==> src/rtl/fmab_pkg.sv <==
// Shared constants and types for the fmab multiply-accumulate unit and its drain stage.
package fmab_pkg;

    localparam int EXP_SUM_BIAS = 254;
    localparam int FP32_BIAS    = 127;

    typedef enum logic {
        DRAIN_IDLE,
        DRAIN_RUN
    } drain_state_t;

    typedef struct packed {
        logic        sign;
        logic [31:0] mag;
        logic [5:0]  lzc;
        logic [9:0]  exp;
        logic [1:0]  lane;
        logic        valid;
    } lane_rec_t;

endpackage

==> src/rtl/fmab_drain_if.sv <==
// Output beat stream of fmab_drain: one packed lane result per valid/ready handshake.
interface fmab_drain_if;

    logic        valid;
    logic        ready;
    logic [31:0] data;
    logic [1:0]  lane;

    modport master (output valid, data, lane, input ready);
    modport slave  (input valid, data, lane, output ready);

endinterface

==> src/rtl/fmab_drain_pack.sv <==
// Normalize, round-to-nearest-even and pack one stage-1 lane record into FP32,
// or into bfloat16 in the low half when FMAB_DRAIN_BF16_EN is defined.
module fmab_drain_pack
    import fmab_pkg::*;
#(
    parameter int ACC_FRAC = 30
) (
    input  lane_rec_t   rec,
    output logic [31:0] data
);

`ifdef FMAB_DRAIN_BF16_EN
    localparam int MANT_W = 7;
`else
    localparam int MANT_W = 23;
`endif
    localparam int GUARD_BIT = 30 - MANT_W;
    localparam int OUT_W     = MANT_W + 9;

    logic [31:0]        norm;
    logic [MANT_W-1:0]  mant;
    logic [MANT_W:0]    mant_rnd;
    logic               guard;
    logic               sticky;
    logic               round_up;
    logic signed [11:0] e_norm;
    logic signed [11:0] e_rnd;
    logic [OUT_W-1:0]   packed_val;
    logic               unused_fields;

    // After the shift the leading one sits at bit 31 and is implied in the output format.
    always_comb begin
        norm     = rec.mag << rec.lzc;
        mant     = norm[30 -: MANT_W];
        guard    = norm[GUARD_BIT];
        sticky   = |norm[GUARD_BIT-1:0];
        round_up = guard & (sticky | mant[0]);
        mant_rnd = {1'b0, mant} + {{MANT_W{1'b0}}, round_up};
        e_norm   = 12'(int'(rec.exp) - EXP_SUM_BIAS + FP32_BIAS + 31 - ACC_FRAC - int'(rec.lzc));
        e_rnd    = e_norm + $signed({11'd0, mant_rnd[MANT_W]});
    end

    always_comb begin
        if (rec.mag == 32'd0 || rec.exp == 10'd0) begin
            packed_val = '0;
        end else if (e_rnd >= 12'sd255) begin
            packed_val = {rec.sign, 8'hFF, {MANT_W{1'b0}}};
        end else if (e_rnd <= 12'sd0) begin
            packed_val = {rec.sign, {(OUT_W-1){1'b0}}};
        end else begin
            packed_val = {rec.sign, e_rnd[7:0], mant_rnd[MANT_W-1:0]};
        end
    end

    assign data          = 32'(packed_val);
    assign unused_fields = ^{norm[31], rec.valid, rec.lane};

endmodule

==> src/rtl/fmab_drain.sv <==
// Result-drain stage for fmab: snapshots four lane accumulators and streams them out as
// packed floats, one lane per beat. Defining FMAB_DRAIN_BF16_EN selects bfloat16 output.
module fmab_drain
    import fmab_pkg::*;
#(
    parameter int ACC_FRAC = 30
) (
    input  logic         clk,
    input  logic         reset,
    input  logic         req,
    input  logic [31:0]  acc0,
    input  logic [31:0]  acc1,
    input  logic [31:0]  acc2,
    input  logic [31:0]  acc3,
    input  logic [9:0]   exp0,
    input  logic [9:0]   exp1,
    input  logic [9:0]   exp2,
    input  logic [9:0]   exp3,
    output logic         busy,
    fmab_drain_if.master result
);

    drain_state_t state;
    drain_state_t state_next;
    logic [31:0]  snap_acc [4];
    logic [9:0]   snap_exp [4];
    logic [2:0]   cnt;
    lane_rec_t    s1;
    lane_rec_t    s1_next;
    logic [31:0]  sel_acc;
    logic [31:0]  sel_mag;
    logic [5:0]   sel_lzc;
    logic [31:0]  pack_data;
    logic         out_valid;
    logic [31:0]  out_data;
    logic [1:0]   out_lane;
    logic         adv;
    logic         capture;
    logic         last_accept;
    logic         issue;

    assign adv         = !out_valid || result.ready;
    assign capture     = (state == DRAIN_IDLE) && req;
    assign last_accept = out_valid && result.ready && (out_lane == 2'd3);
    // cnt[2] set means all four lanes have entered the pipe; only the tail is draining.
    assign issue       = (state == DRAIN_RUN) && !cnt[2];

    always_ff @(posedge clk) begin
        if (reset) begin
            state <= DRAIN_IDLE;
        end else begin
            state <= state_next;
        end
    end

    always_comb begin
        state_next = state;
        busy       = 1'b0;
        case (state)
            DRAIN_IDLE: begin
                if (capture) state_next = DRAIN_RUN;
            end
            DRAIN_RUN: begin
                busy = 1'b1;
                if (last_accept) state_next = DRAIN_IDLE;
            end
            default: state_next = DRAIN_IDLE;
        endcase
    end

    always_ff @(posedge clk) begin
        if (capture) begin
            snap_acc[0] <= acc0;
            snap_acc[1] <= acc1;
            snap_acc[2] <= acc2;
            snap_acc[3] <= acc3;
            snap_exp[0] <= exp0;
            snap_exp[1] <= exp1;
            snap_exp[2] <= exp2;
            snap_exp[3] <= exp3;
        end
    end

    always_ff @(posedge clk) begin
        if (reset) begin
            cnt <= 3'd0;
        end else if (capture) begin
            cnt <= 3'd0;
        end else if (issue && adv) begin
            cnt <= cnt + 3'd1;
        end
    end

    // The most negative accumulator maps to magnitude 2^31, which still fits unsigned.
    always_comb begin
        sel_acc = snap_acc[cnt[1:0]];
        sel_mag = sel_acc[31] ? (~sel_acc + 32'd1) : sel_acc;
        sel_lzc = 6'd32;
        for (int i = 0; i < 32; i++) begin
            if (sel_mag[i]) sel_lzc = 6'(31 - i);
        end
        s1_next.sign  = sel_acc[31];
        s1_next.mag   = sel_mag;
        s1_next.lzc   = sel_lzc;
        s1_next.exp   = snap_exp[cnt[1:0]];
        s1_next.lane  = cnt[1:0];
        s1_next.valid = issue;
    end

    always_ff @(posedge clk) begin
        if (reset) begin
            s1 <= '0;
        end else if (adv) begin
            s1 <= s1_next;
        end
    end

    fmab_drain_pack #(
        .ACC_FRAC (ACC_FRAC)
    ) u_pack (
        .rec  (s1),
        .data (pack_data)
    );

    always_ff @(posedge clk) begin
        if (reset) begin
            out_valid <= 1'b0;
            out_data  <= 32'd0;
            out_lane  <= 2'd0;
        end else if (adv) begin
            out_valid <= s1.valid;
            if (s1.valid) begin
                out_data <= pack_data;
                out_lane <= s1.lane;
            end
        end
    end

    assign result.valid = out_valid;
    assign result.data  = out_data;
    assign result.lane  = out_lane;

endmodule

==> src/flat_wrapper.sv <==
// flat-port wrapper written by rule: the top's interface ports become plain ports
module fmab_drain_flat import fmab_pkg::*;
#(
    parameter int ACC_FRAC = 30
)
  (clk, reset, req, acc0, acc1, acc2, acc3, exp0, exp1, exp2, exp3, busy, result_valid, result_data, result_lane, result_ready);
  fmab_drain_if result_i ();
  input  logic clk;
  input  logic reset;
  input  logic req;
  input  logic [31:0] acc0;
  input  logic [31:0] acc1;
  input  logic [31:0] acc2;
  input  logic [31:0] acc3;
  input  logic [9:0] exp0;
  input  logic [9:0] exp1;
  input  logic [9:0] exp2;
  input  logic [9:0] exp3;
  output logic busy;
  output wire logic [$bits(result_i.valid)-1:0] result_valid;
  output wire logic [$bits(result_i.data)-1:0] result_data;
  output wire logic [$bits(result_i.lane)-1:0] result_lane;
  input wire logic [$bits(result_i.ready)-1:0] result_ready;
  assign result_valid = result_i.valid;
  assign result_data = result_i.data;
  assign result_lane = result_i.lane;
  assign result_i.ready = result_ready;
  fmab_drain #(.ACC_FRAC(ACC_FRAC)) u_core (.clk(clk), .reset(reset), .req(req), .acc0(acc0), .acc1(acc1), .acc2(acc2), .acc3(acc3), .exp0(exp0), .exp1(exp1), .exp2(exp2), .exp3(exp3), .busy(busy), .result(result_i));
endmodule
==> config.mk <==
export PLATFORM = sky130hd
export DESIGN_NAME = fmab_drain_flat
export DESIGN_NICKNAME = d
export VERILOG_FILES = /design/src/rtl/fmab_pkg.sv /design/src/rtl/fmab_drain_if.sv /design/src/rtl/fmab_drain_pack.sv /design/src/rtl/fmab_drain.sv /design/src/flat_wrapper.sv
export SDC_FILE = /design/constraint.sdc
export NUM_CORES = 1
export LEC_CHECK = 0
export ABC_CLOCK_PERIOD_IN_PS = 20200
export CORE_MARGIN = 2
export CORE_UTILIZATION = 40
export DETAILED_ROUTE_END_ITERATION = 7
export HOLD_SLACK_MARGIN = 0.02
export PLACE_DENSITY_LB_ADDON = 0.25
export SLEW_MARGIN = 10
export SYNTH_ARGS = -nofsm -noshare
export SYNTH_HDL_FRONTEND = slang
export SYNTH_SLANG_ARGS = --single-unit
export TNS_END_PERCENT = 50
==> constraint.sdc <==
create_clock -name clk -period 20.2 [get_ports clk]
set_input_delay 4.04 -clock clk [delete_from_list [all_inputs] [get_ports clk]]
set_output_delay 4.04 -clock clk [all_outputs]
set_load 0.05 [all_outputs]
After elaboration in Yosys (flattened, before gate mapping)
Memory sizes are Yosys's and may differ from the RTL's. A register that Yosys moved wholly into a read port is not among the register bits. Index checks and enable logic that the tools add are counted.

Register bits after elaboration: 81. Bits in writable memories: 168. Output and inout port bits: 36. Logic and storage cells: 86. Memories kept: 2.

Memory list: u_core.snap_acc (depth 4, bits a word 32, rd ports 1, clocked after Yosys merged registers in 1, write ports 4, RTL line fmab_drain.sv:25) `logic [31:0] snap_acc [4];`; u_core.snap_exp (depth 4, bits a word 10, rd ports 1, clocked after Yosys merged registers in 1, write ports 4, RTL line fmab_drain.sv:26) `logic [9:0] snap_exp [4];`.

$add $sub $neg: 9. Magnitude comparators: 2. Eq/ne operators: 1. Shift operators: 1. Muxes and demuxes: 43. Bitwise operators: 4. Reductions and logical operators: 14.

Operator list (number): 2-to-1 mux 6 bit (32); 2-to-1 mux 32 bit (2); 2-to-1 mux 31 bit (2); adder 32 x 1 -> 32 bit (second input constant) (1); zero test 32 bit (1); inverter 32 bit (1); << shifter 32 x 6 -> 31 bit (1); adder 23 x 1 -> 24 bit (1); adder 11 x 8 -> 12 bit (second input constant) (1); adder 12 x 2 -> 12 bit (1); adder 12 x 6 -> 12 bit (second input constant) (1); >= comparator 12 x 9 -> 1 bit (second input constant) (1); <= comparator 12 x 1 -> 1 bit (second input constant) (1); subtractor 12 x 6 -> 12 bit (second input constant) (1); subtractor 12 x 7 -> 12 bit (1); subtractor 10 x 8 -> 11 bit (second input constant) (1); zero test 10 bit (1); OR reduction 7 bit (1); logical AND 1 bit (5); 2-to-1 mux 1 bit (4); 2-to-1 mux 2 bit (2); adder 3 x 1 -> 3 bit (second input constant) (1); equality test 2 bit (second input constant) (1); zero test 1 bit (2); other kinds (7) (8).

Depth between registers and ports, before layout
Gate-level depths: netlist of the first run.

Word-level depth: 35. Depth in mapped cells: 24.

Hierarchy
A second synthesis of the first run with hierarchy kept.

Cells, all modules: 1278. Area, all modules: 14257.4 sq um.

Modules (own cells, without submodules): fmab_drain (times used 1, cells an instance 869, area an instance 10986.8 sq um, seq. area each 6906.6 sq um); fmab_drain_pack (times used 1, cells an instance 409, area an instance 3270.6 sq um, seq. area each 0.0 sq um).

Worst setup path after synthesis of the first run
OpenSTA, ideal clock, no wires.

Kind: input to register. Start: input port req. End: register u_core.cnt[2]. Library setup time: 0.132 ns. Arrival time: 12.037 ns. Path slack: 8.031 ns. Stages on the path: 3. Buffers on the path: 0. Path through: nor2b_1 nand2b_1 a21oi_1.

Cells in the longest elaborated chain, start to end: 2.

RTL lines: start, declared (RTL line flat_wrapper.sv:10) `input logic req;`; logical AND 1 bit (RTL line fmab_drain.sv:43) `assign capture = (state == DRAIN_IDLE) && req;`; OR reduction 2 bit (no source line); end signal, assigned (RTL line fmab_drain.sv:90) `cnt <= cnt + 3'd1;`; end, declared (RTL line fmab_drain.sv:27) `logic [2:0] cnt;`.

Every way passes these cells. A chain may end at the register's enable or synchronous reset.

Final worst setup path of the first run
Start: input port result_ready. End: register u_core.out_data[18] (netlist: u_core.result.data[18]).

Cells in the longest elaborated chain, start to end: 2.

RTL lines: start, declared (RTL line flat_wrapper.sv:23) `input wire logic [$bits(result_i.ready)-1:0] result_ready;`; logical OR 1 bit (RTL line fmab_drain.sv:42) `assign adv = !out_valid || result.ready;`; AND reduction 2 bit (no source line); end signal, assigned (RTL line fmab_drain.sv:133) `out_data <= pack_data;`; end, declared (RTL line fmab_drain.sv:35) `logic [31:0] out_data;`.

Every way passes these cells.

==> results of run 1 <==
[synthesized netlist by cell type (5+ instances only)]
library cell	number	share of area
a211oi_1	22	0.012
a21o_1	5	0.0027
a21oi_1	56	0.020
a22oi_1	12	0.0065
a31oi_1	18	0.0081
a32oi_1	6	0.0038
and2_1	6	0.0027
and3_1	5	0.0023
buf_1	13	0.0035
buf_2	8	0.0029
buf_4	9	0.0049
clkbuf_1	36	0.0098
dfxtp_1	93	0.13
edfxtp_1	168	0.36
ha_1	22	0.020
inv_1	21	0.0057
mux2_2	10	0.0081
mux2i_1	21	0.015
mux4_1	6	0.011
mux4_2	78	0.13
nand2_1	116	0.031
nand2b_1	11	0.0050
nand3_1	26	0.0094
nand4_1	14	0.0063
nor2_1	97	0.026
nor2b_1	7	0.0032
nor3_1	30	0.011
nor4_1	24	0.011
o21ai_0	24	0.0087
or2_2	6	0.0027
or3_1	9	0.0041
or4_1	6	0.0033
xnor2_1	39	0.025
xor2_1	28	0.018
[worst max path at each step]
| stage | startpoint | endpoint | slack [ns] | cells past startpoint |
|---|---|---|---|---|
| 6_report | result_ready | u_core.result.data[18] | 12.66 | 11 |
| 5_1_grt | result_ready | u_core.result.data[13] | 12.19 | 11 |
| 4_1_cts | result_ready | u_core.result.data[18] | 12.66 | 11 |
| 3_5_place_dp | result_ready | u_core.result.data[21] | 12.06 | 11 |
| 3_3_place_gp | result_ready | u_core.result.data[11] | 12.24 | 11 |
| 2_1_floorplan | req | u_core.cnt[2] | 8.03 | 3 |
[logic make-up (layout without fill, tap and decap cells)]
kind of cell | Yosys count | in the layout | share of synthesized area
adder cells (fa/ha/maj) | 24 | 24 | 0.0221
buffers and inverters | 93 | 291 | 0.0312
multiplexers | 115 | 115 | 0.162
AO/OA/AOI/OAI | 205 | 205 | 0.104
XOR/XNOR | 67 | 67 | 0.0424
flip-flops | 261 | 261 | 0.499
AND/OR/NAND/NOR | 388 | 388 | 0.140
[sequential cells by signal, indices dropped and copies added (netlist names), named ones only]
| name | flops |
|---|---|
| u_core.s1 | 52 |
| u_core.snap_exp | 40 |
| u_core.cnt | 3 |
| u_core.result.data | 32 |
| u_core.snap_acc | 128 |
| u_core.result.valid | 1 |
| u_core.result.lane | 2 |
| u_core.state | 1 |
[layer usage]
metal,up-vias,GRT usage,routed length [um]
li1,4822,-,-
met5,-,0,0
met2,287,0.281,14800
met3,53,0.0327,1800
met1,4739,0.247,14500
met4,0,0.0420,640
[power breakdown]
group	internal (mW)	total [mW]	switching, mW
registers	0.608	0.641	0.0329
clock network	0.322	0.531	0.209
logic	0.167	0.338	0.171
total	1.10	1.51	0.414
[worst max-delay path, cell delays in order]
cell	delay, ns
clkdlybuf4s50_1	0.50
nand2b_2	0.12
buf_4	0.53
nand2_1	0.67
a31oi_1	0.33
o21ai_0	0.17
a211oi_1	0.50
nor4bb_2	0.42
buf_4	0.24
nand2_1	0.20
o21ai_0	0.23
[cell type report]
class                   instances  area [sq um]
repair buffers                216          2130
inverters                      23          86.3
clock buffers                  39           782
multi-input cells             799          6520
flip-flops and latches        261          6910
well taps                     455           569
clock inverters                13           186
fillers                      2987         17100
==> metrics, run 1 <==
outcome=finished, final reports clean; Core Region=34300 sq um; Tot Pwr=roughly 1.5 mW; WL/cell=17.6 um; reg2reg setup slack=13.58 ns; Tmin final=7.54 ns; Final Cell Area=17200 sq um; #FFs+latches synth=261; vias per cell=5.48; Post-CTS Setup Inserts=0; Critical Path Sink Type=flip-flop; hold_buf cts=0; post-synthesis net count=approximately 1300; Worst Path Max Fanout=71; Post-Syn Instances=1153; Least-Margin Pin Slew=about 1.0 ns; Peak VDD IR=62.1 uV; post-synthesis sequential area ratio=0.499; fmax=133 MHz; global-route wire length before repair=51.4 mm; vias in the first global route=~9700; top_reg_cell synth=edfxtp_1; Slew Viols, Final=0; TNS Setup=0 ns; # rows=slightly below 70; cell area after synthesis=13800 sq um; final core occ=0.501; syn avg cell area=roughly 12 sq um; DR vias=9901; share of cells above drive strength 1=0.127; DR pass1 iterations=5; full die area=between 30000 and 40000 sq um; RSZ-0062 raised after global routing=false; GRT Util Overall=0.176; DRT iter0 DRCs=544; number of CTS-inserted buffers=28; Final Hold Vio Count=0; clock skew=roughly 0.017 ns; worst min-delay path class=reg2reg; most frequent cells in the layout=clkdlybuf4s50_1, edfxtp_1, nand2_1; Worst EP required=20.67 ns; Hold Slack=roughly 0.45 ns; GPL Wtd Cong=0.859; nets=1524; number of synthesis warnings=0; Pwr Density=~88 nW/um^2; root buf cell=clkbuf_16; # diodes=0; clk buf depth=3; Hold EP=u_core.result.data[20]; Final Cycle Share=0.373; commonest non-fill, non-tap cell in the layout=clkdlybuf4s50_1; DRC errors left=0; die width=190 um; MaxCap Viol Count=0; initial core utilization=0.404; HP Start=u_core.result.data[20]; fin cells=1806; worst setup margin=roughly 13 ns; Hold Path Depth=2; R2R Path Start=u_core.s1[16]; pre-CTS setup slack=12.06 ns; pin count of the biggest net entering global routing=approximately 80; Crit Path Category=in2reg; Routed Wire Length=31.8 mm; worst skew pair latency=between 0.5 and 0.6 ns; leak pwr=5.87 nW; DP Area=between 15000 and 20000 sq um; Distinct cells, synth=87; R2R cell count=20; DP HPWL=between 20 and 25 mm; initial antenna violation count=0; final setup violation count=0; crit path DAT=8.01 ns; io pins=around 210; RR Endpoint=u_core.result.data[18]; CTS HTree Levels=1; Layout area overhead=24.2%; clock sinks=261; Worst-path clk slew=0.05 ns; Worst setup SP type=input port; Post-synth EDFFs=168; Slew HR=0.311; # port buffers=approximately 210; CTS tree=yes; Post-DRT Antenna Nets=0; grt ovf=0; Placed Instances=1754; Die Height=190 um; ys async rst share=0; post-cts resize count=0
Note: power is estimated with default switching activity, not from simulation.
==> run 2, diff against run 1 <==
--- a/config.mk
+++ b/config.mk
@@ -5,7 +5,7 @@
 export SDC_FILE = /design/constraint.sdc
 export NUM_CORES = 1
 export LEC_CHECK = 0
-export ABC_CLOCK_PERIOD_IN_PS = 20200
+export ABC_CLOCK_PERIOD_IN_PS = 7600
 export CORE_MARGIN = 2
 export CORE_UTILIZATION = 40
 export DETAILED_ROUTE_END_ITERATION = 7
==> constraint.sdc (replaced) <==
create_clock -name clk -period 7.6 [get_ports clk]
set_input_delay 1.52 -clock clk [delete_from_list [all_inputs] [get_ports clk]]
set_output_delay 1.52 -clock clk [all_outputs]
set_load 0.05 [all_outputs]
==> run 2 against run 1 <==
Sequential power grew to 2.7 times the previous value. Largest power group unchanged. Core utilization is essentially flat. Combinational power grew to 2.7 times the previous value. Clock skew grew 0.0020 ns. Final cell count is the same. Worst hold slack gained 0.0026 ns. Sequential share of layout area is essentially flat. First-iteration DRC count grew 0.55%. Global-route usage grew 0.35 points. Via count grew 0.33%. Critical endpoint is now u_core.result.data[17]. Total power grew to 2.6 times the previous value. Highest routed layer unchanged.
==> metrics, run 2 (synthesis gave the netlist of run 1 again) <==
final setup violation count=0 (unchanged); Final Hold Vio Count=0 (unchanged); largest registers=u_core.snap_acc x128, u_core.s1 x52, u_core.snap_exp x40 (unchanged); GRT Util Overall=0.179 (was 0.176); clk buf depth=3 (unchanged); Hold EP=u_core.result.data[14] (was u_core.result.data[20]); full die area=36100 sq um (unchanged); RR Endpoint=u_core.result.data[17] (was u_core.result.data[18]); R2R cell count=19 (was 20); vias per cell=5.50 (was 5.48); vias in the first global route=9822 (was 9660); Tmin final=6.36 ns; Final Cycle Share=0.837; CTS HTree Levels=1 (unchanged); hold_buf cts=0 (unchanged); largest register by flop count=u_core.snap_acc (unchanged); io pins=208 (unchanged); outcome=finished, final reports clean (unchanged); Worst-path clk slew=0.06 ns (was 0.05 ns); initial core utilization=0.404 (unchanged); Worst EP required=8.07 ns (was 20.67 ns); number of CTS-inserted buffers=28 (unchanged); leak pwr=5.86 nW (was 5.87 nW); DP HPWL=23.7 mm (was 23.1 mm); Slew Viols, Final=0 (unchanged); WL/cell=18.0 um (was 17.6 um); worst skew pair latency=0.57 ns (about the same); fill count=2973 (was 2987); Slew HR=0.252 (was 0.311); clock skew=0.0192 ns (was 0.0173 ns); M2 GR Usage=0.290 (was 0.281); Routed Wire Length=32.5 mm (was 31.8 mm); Hold Path Depth=2 (unchanged); reg2reg setup slack=1.24 ns (was 13.58 ns); DRC errors left=0 (unchanged); TNS Setup=0 ns (unchanged); clock sinks=261 (unchanged); Critical Path Sink Type=flip-flop (unchanged); DR vias=9934 (was 9901); # diodes=0 (unchanged); DRT iter0 DRCs=547 (was 544); HP Start=u_core.result.data[14] (was u_core.result.data[20]); die width=190 um (unchanged); Post-DRT Antenna Nets=0 (unchanged); crit path DAT=6.83 ns (was 8.01 ns); Peak VDD IR=177 uV (was 62.1 uV); MaxCap Viol Count=0 (unchanged); nets=1525 (was 1524); grt ovf=0 (unchanged); fmax=157 MHz; worst min-delay path class=reg2reg (unchanged); root buf cell=clkbuf_16 (unchanged); max FFs per register=128 (unchanged); Worst Path Max Fanout=27 (was 71); Layout area overhead=24.2% (about the same); Worst setup SP type=flip-flop (was input port); most frequent cells in the layout=clkdlybuf4s50_1, edfxtp_1, nand2_1 (unchanged); final core occ=0.501 (about the same); share of cells above drive strength 1=0.129 (was 0.127); initial antenna violation count=0 (unchanged); Die Height=190 um (unchanged); Most Crowded Layer GR=met2 (unchanged); Post-CTS Setup Inserts=0 (unchanged); R2R Path Start=u_core.s1[14] (was u_core.s1[16]); commonest non-fill, non-tap cell in the layout=clkdlybuf4s50_1 (unchanged); Least-Margin Pin Slew=1.12 ns (was 1.03 ns); pre-CTS setup slack=1.32 ns (was 12.06 ns); global-route wire length before repair=52.2 mm (was 51.4 mm); Crit Path Category=reg2reg (was in2reg); worst setup margin=1.24 ns (was 12.66 ns); pin count of the biggest net entering global routing=165 (was 82); DR pass1 iterations=5 (unchanged); Core Region=34300 sq um (unchanged); # rows=68 (unchanged); met1 Use GR=0.250 (was 0.247); RSZ-0062 raised after global routing=false (unchanged); M3 GR Usage=0.0297 (was 0.0327); # port buffers=207 (unchanged); Pwr Density=232 nW/um^2 (was 87.9 nW/um^2); post-cts resize count=0 (unchanged); GPL Wtd Cong=0.852 (was 0.859); CTS tree=yes (unchanged)
==> run 2: changes by cell type in the layout (fill, tap and decap cells not counted), moves of 2 or more <==
| cell | previous run | this run |
|---|---|---|
| clkbuf_8 | 4 | 1 |
| clkbuf_1 | 7 | 3 |
| clkinv_2 | 1 | 4 |
| bufinv_16 | 4 | 2 |
| clkbuf_16 | 28 | 30 |
| clkinvlp_4 | 1 | 4 |
==> run 2: worst max path at each step <==
stage | start | slack (ns) | to | cells after the start
2_1_floorplan | req | 1.18 | u_core.cnt[2] | 3
3_3_place_gp | u_core.s1[15] | 1.47 | u_core.result.data[20] | 19
3_5_place_dp | u_core.s1[14] | 1.32 | u_core.result.data[19] | 19
4_1_cts | u_core.s1[14] | 1.27 | u_core.result.data[17] | 19
5_1_grt | u_core.s1[14] | 0.74 | u_core.result.data[17] | 20
6_report | u_core.s1[14] | 1.24 | u_core.result.data[17] | 19
==> run 2: per-layer routing <==
metal | vias to the layer above | part of all wire
met5 | - | 0
met4 | 0 | 0.024
met3 | 41 | 0.051
met2 | 284 | 0.46
li1 | 4821 | -
met1 | 4788 | 0.46
==> run 2: report_power, final <==
part	total [mW]	switching (mW)	internal (mW)
logic	0.897	0.453	0.445
clock network	1.38	0.579	0.799
registers	1.71	0.0972	1.62
==> run 2: area by class of cell <==
| type | instances | area (sq um) | share of cell area |
|---|---|---|---|
| clock inverters | 17 | 173 | 0.0100 |
| flip-flops and latches | 261 | 6910 | 0.402 |
| inverters | 23 | 86.3 | 0.00502 |
| well taps | 455 | 569 | 0.0331 |
| clock buffers | 34 | 776 | 0.0451 |
| multi-input cells | 799 | 6520 | 0.379 |
| repair buffers | 217 | 2150 | 0.125 |
==> run 2: critical path: stages (launching register included) <==
cell and delay [ns]:
dfxtp_1 1.03, mux2i_1 0.21, mux4_2 0.55, o21ai_0 0.45, and3b_1 0.32, nand4_1 0.26
or2_2 0.40, nor3_1 0.29, and3_1 0.27, ha_1 0.20, a21o_1 0.15, a211o_1 0.14
a211o_1 0.14, a311o_1 0.21, nand2b_1 0.07, a211oi_1 0.50, nor4bb_2 0.41, buf_4 0.24
nand2_1 0.20, o21ai_0 0.23
==> run 2: stage by stage <==
stage	total power, mW	cells	area (sq um)	hold slack, ns
final	3.99	1806	17200	0.455
after global routing	4.18	1806	17200	0.490
after CTS	4.03	1806	17200	0.460
after detailed placement	2.64	1755	16200	0.442
after global placement	2.64	1755	16200	0.435
after floorplan	2.37	1153	13800	0.432
==> run 3, diff against run 2 <==
--- a/config.mk
+++ b/config.mk
@@ -5,7 +5,7 @@
 export SDC_FILE = /design/constraint.sdc
 export NUM_CORES = 1
 export LEC_CHECK = 0
-export ABC_CLOCK_PERIOD_IN_PS = 7600
+export ABC_CLOCK_PERIOD_IN_PS = 5250
 export CORE_MARGIN = 2
 export CORE_UTILIZATION = 40
 export DETAILED_ROUTE_END_ITERATION = 7
==> constraint.sdc (replaced) <==
create_clock -name clk -period 5.25 [get_ports clk]
set_input_delay 1.05 -clock clk [delete_from_list [all_inputs] [get_ports clk]]
set_output_delay 1.05 -clock clk [all_outputs]
set_load 0.05 [all_outputs]
==> run 3 against run 2 <==
Critical path depth grew 2. Total power grew 49%. Sequential power grew 43%. Routed wire length grew 2.9%. Register-to-register slack lost 1.0 ns. Clock skew grew 0.012 ns. Critical path type unchanged. Highest routed layer unchanged.
==> metrics, run 3 (synthesis gave the netlist of run 1 again) <==
number of CTS-inserted buffers=29 (was 28); hold_buf cts=0 (unchanged); R2R cell count=21 (was 19); GRT Util Overall=0.183 (was 0.179); Layout area overhead=28.0% (was 24.2%); Hold Slack=0.447 ns (was 0.455 ns); Least-Margin Pin Slew=1.22 ns (was 1.12 ns); Critical Path Sink Type=flip-flop (unchanged); CP peak stage delay=0.54 ns (was 1.03 ns); worst skew pair latency=0.57 ns (about the same); Crit Path Category=reg2reg (unchanged); switching portion of total power=0.275 (was 0.283); grt ovf=0 (unchanged); DP Area=16600 sq um (was 16200 sq um); fill count=3003 (was 2973); GPL Wtd Cong=0.879 (was 0.852); # port buffers=207 (unchanged); Final Cycle Share=0.961 (was 0.837); DP HPWL=24.8 mm (was 23.7 mm); FF/Latch Area=6910 sq um (about the same); CTS tree=yes (unchanged); fmax=198 MHz (was 157 MHz); max FFs per register=128 (unchanged); P_sw=1.63 mW (was 1.13 mW); MaxCap Viol Count=0 (unchanged); initial core utilization=0.404 (unchanged); Placed Instances=1795 (was 1755); # rows=68 (unchanged); Cell Int Power=4.32 mW (was 2.86 mW); Worst Path Max Fanout=13 (was 27); Post-DRT Antenna Nets=0 (unchanged); slowest stage cell, crit path=mux4_2 (was dfxtp_1); Final Hold Vio Count=0 (unchanged); DRC errors left=0 (unchanged); io pins=208 (unchanged); clock sinks=261 (unchanged); cells along the critical path=buf_12 > mux4_2 > mux2_2 > mux4_2 > nand2_2 > nor4_2 > nand4_1 > nor3_2 > and3_4 > ha_2 > a21o_1 > a211o_1 > a211o_1 > a311o_1 > xor2_1 > o211a_1 > nor4bb_4 > buf_4 > buf_4 > a32oi_2 > nor2_1 (was mux2i_1 > mux4_2 > o21ai_0 > and3b_1 > nand4_1 > or2_2 > nor3_1 > and3_1 > ha_1 > a21o_1 > a211o_1 > a211o_1 > a311o_1 > nand2b_1 > a211oi_1 > nor4bb_2 > buf_4 > nand2_1 > o21ai_0); Logic pwr share=0.242 (was 0.225); Hold Path Depth=2 (unchanged); Core Region=34300 sq um (unchanged); fin cells=1856 (was 1806); vias in the first global route=10090 (was 9822); reg2reg setup slack=0.21 ns (was 1.24 ns); Worst EP required=5.65 ns (was 8.07 ns); most frequent cells in the layout=clkdlybuf4s50_1, edfxtp_1, nand2_1 (unchanged); outcome=finished, final reports clean (unchanged); DR vias=10142 (was 9934); Die Height=190 um (unchanged); Slew Viols, Final=0 (unchanged); largest register by flop count=u_core.snap_acc (unchanged); clk buf depth=3 (unchanged); vias per cell=5.46 (was 5.50); Slew HR=0.182 (was 0.252); leak pwr=6.15 nW (was 5.86 nW); DRT iter0 DRCs=626 (was 547); Multi-input gate area=6590 sq um (was 6520 sq um); full die area=36100 sq um (unchanged); DR pass1 iterations=5 (unchanged); WL/cell=18.0 um (about the same); initial antenna violation count=0 (unchanged); # diodes=0 (unchanged); RR Endpoint=u_core.result.data[3] (was u_core.result.data[17]); share of cells above drive strength 1=0.161 (was 0.129); HP Start=u_core.result.data[16] (was u_core.result.data[14]); Final Cell Area=17700 sq um (was 17200 sq um); pin count of the biggest net entering global routing=74 (was 165); largest registers=u_core.snap_acc x128, u_core.s1 x52, u_core.snap_exp x40 (unchanged); worst min-delay path class=reg2reg (unchanged); Worst-path clk slew=0.07 ns (was 0.06 ns); clock skew=0.0317 ns (was 0.0192 ns); Tmin final=5.04 ns (was 6.36 ns); Worst setup SP type=flip-flop (unchanged); crit path DAT=5.44 ns (was 6.83 ns); Hold EP=u_core.result.data[16] (was u_core.result.data[14]); global-route wire length before repair=53.4 mm (was 52.2 mm); R2R Path Start=u_core.s1[13] (was u_core.s1[14]); final core occ=0.517 (was 0.501); commonest non-fill, non-tap cell in the layout=clkdlybuf4s50_1 (unchanged); Pwr Density=336 nW/um^2 (was 232 nW/um^2); Peak VDD IR=259 uV (was 177 uV); Sequential Power Share=0.411 (was 0.430); Routed Wire Length=33.4 mm (was 32.5 mm); CTS HTree Levels=1 (unchanged); Clk pwr share=0.347 (was 0.345); root buf cell=clkbuf_16 (unchanged); final setup violation count=0 (unchanged); die width=190 um (unchanged); nets=1573 (was 1525)
-- run 3: changes by cell type in the layout (fill, tap and decap cells not counted), moves of 3 or more --
cell,change
buf_4,+41
buf_12,+5
clkinv_1,+7
clkinvlp_4,-4
bufinv_16,+3
-- run 3: how the worst max path moves through the flow --
stage	startpoint	to	slack (ns)	depth (start not counted)
CTS	u_core.s1[13]	u_core.result.data[17]	0.0008	21
global route	u_core.s1[13]	u_core.result.data[0]	-0.05	22
detailed placement	u_core.s1[13]	u_core.result.data[13]	-0.15	21
finish	u_core.s1[13]	u_core.result.data[3]	0.21	21
global placement	u_core.s1[13]	u_core.result.data[21]	0.05	21
floorplan	u_core.s1[13]	u_core.result.data[4]	-0.32	21
-- run 3: cell type report --
| class | count | share of cell area |
|---|---|---|
| sequential | 261 | 0.390 |
| timing repair buffer | 264 | 0.146 |
| clock inverter | 20 | 0.0128 |
| inverter | 23 | 0.00487 |
| multi-input combinational | 799 | 0.372 |
| clock buffer | 34 | 0.0420 |
| tap | 455 | 0.0321 |
-- run 3: through the flow --
step           setup TNS [ns]  power, mW  setup slack, ns
3_5_place_dp            -1.36       3.89           -0.148
6_report                    0       5.95            0.207
4_1_cts                     0       5.97         0.000842
5_1_grt                -0.216       6.25          -0.0549
3_3_place_gp                0       3.87           0.0547
2_1_floorplan           -5.15       3.43           -0.318
-- run 3: timing repair --
action | in CTS | in global routing
setup endpoints to repair | 11 | 28
pin swaps | 0 | 4
gates resized for setup | 2 | 15
gates cloned | 0 | 1
endpoints found under the hold margin | 0 | 0
setup buffers | 2 | 4
-- run 3: metal layers --
metal / vias to the layer above / share of wire / wire, um / GRT usage
met1: 4856 / 0.45 / 14900 / 0.255
met3: 52 / 0.054 / 1790 / 0.0269
met4: 0 / 0.028 / 944 / 0.0555
met5: - / 0 / 0 / 0
li1: 4907 / - / - / -
met2: 327 / 0.47 / 15700 / 0.295
-- run 3: worst max-delay path, delay by kind of cell, from the launching register on --
kind            cells  cell delay (ns)
compound gates      6             1.47
mux                 3             1.35
simple gates        7             0.84
buf+inv             3             0.48
flops               1             0.40
fa+ha+maj           1             0.18
xor+xnor            1             0.15
-- run 3: power by group through the flow --
stage / Clock [mW] / Combinational [mW] / Sequential, mW
4_1_cts: 2.11 / 1.41 / 2.44
2_1_floorplan: 0 / 0.955 / 2.48
5_1_grt: 2.20 / 1.58 / 2.46
3_5_place_dp: 0 / 1.40 / 2.48
3_3_place_gp: 0 / 1.39 / 2.48
6_report: 2.06 / 1.44 / 2.44
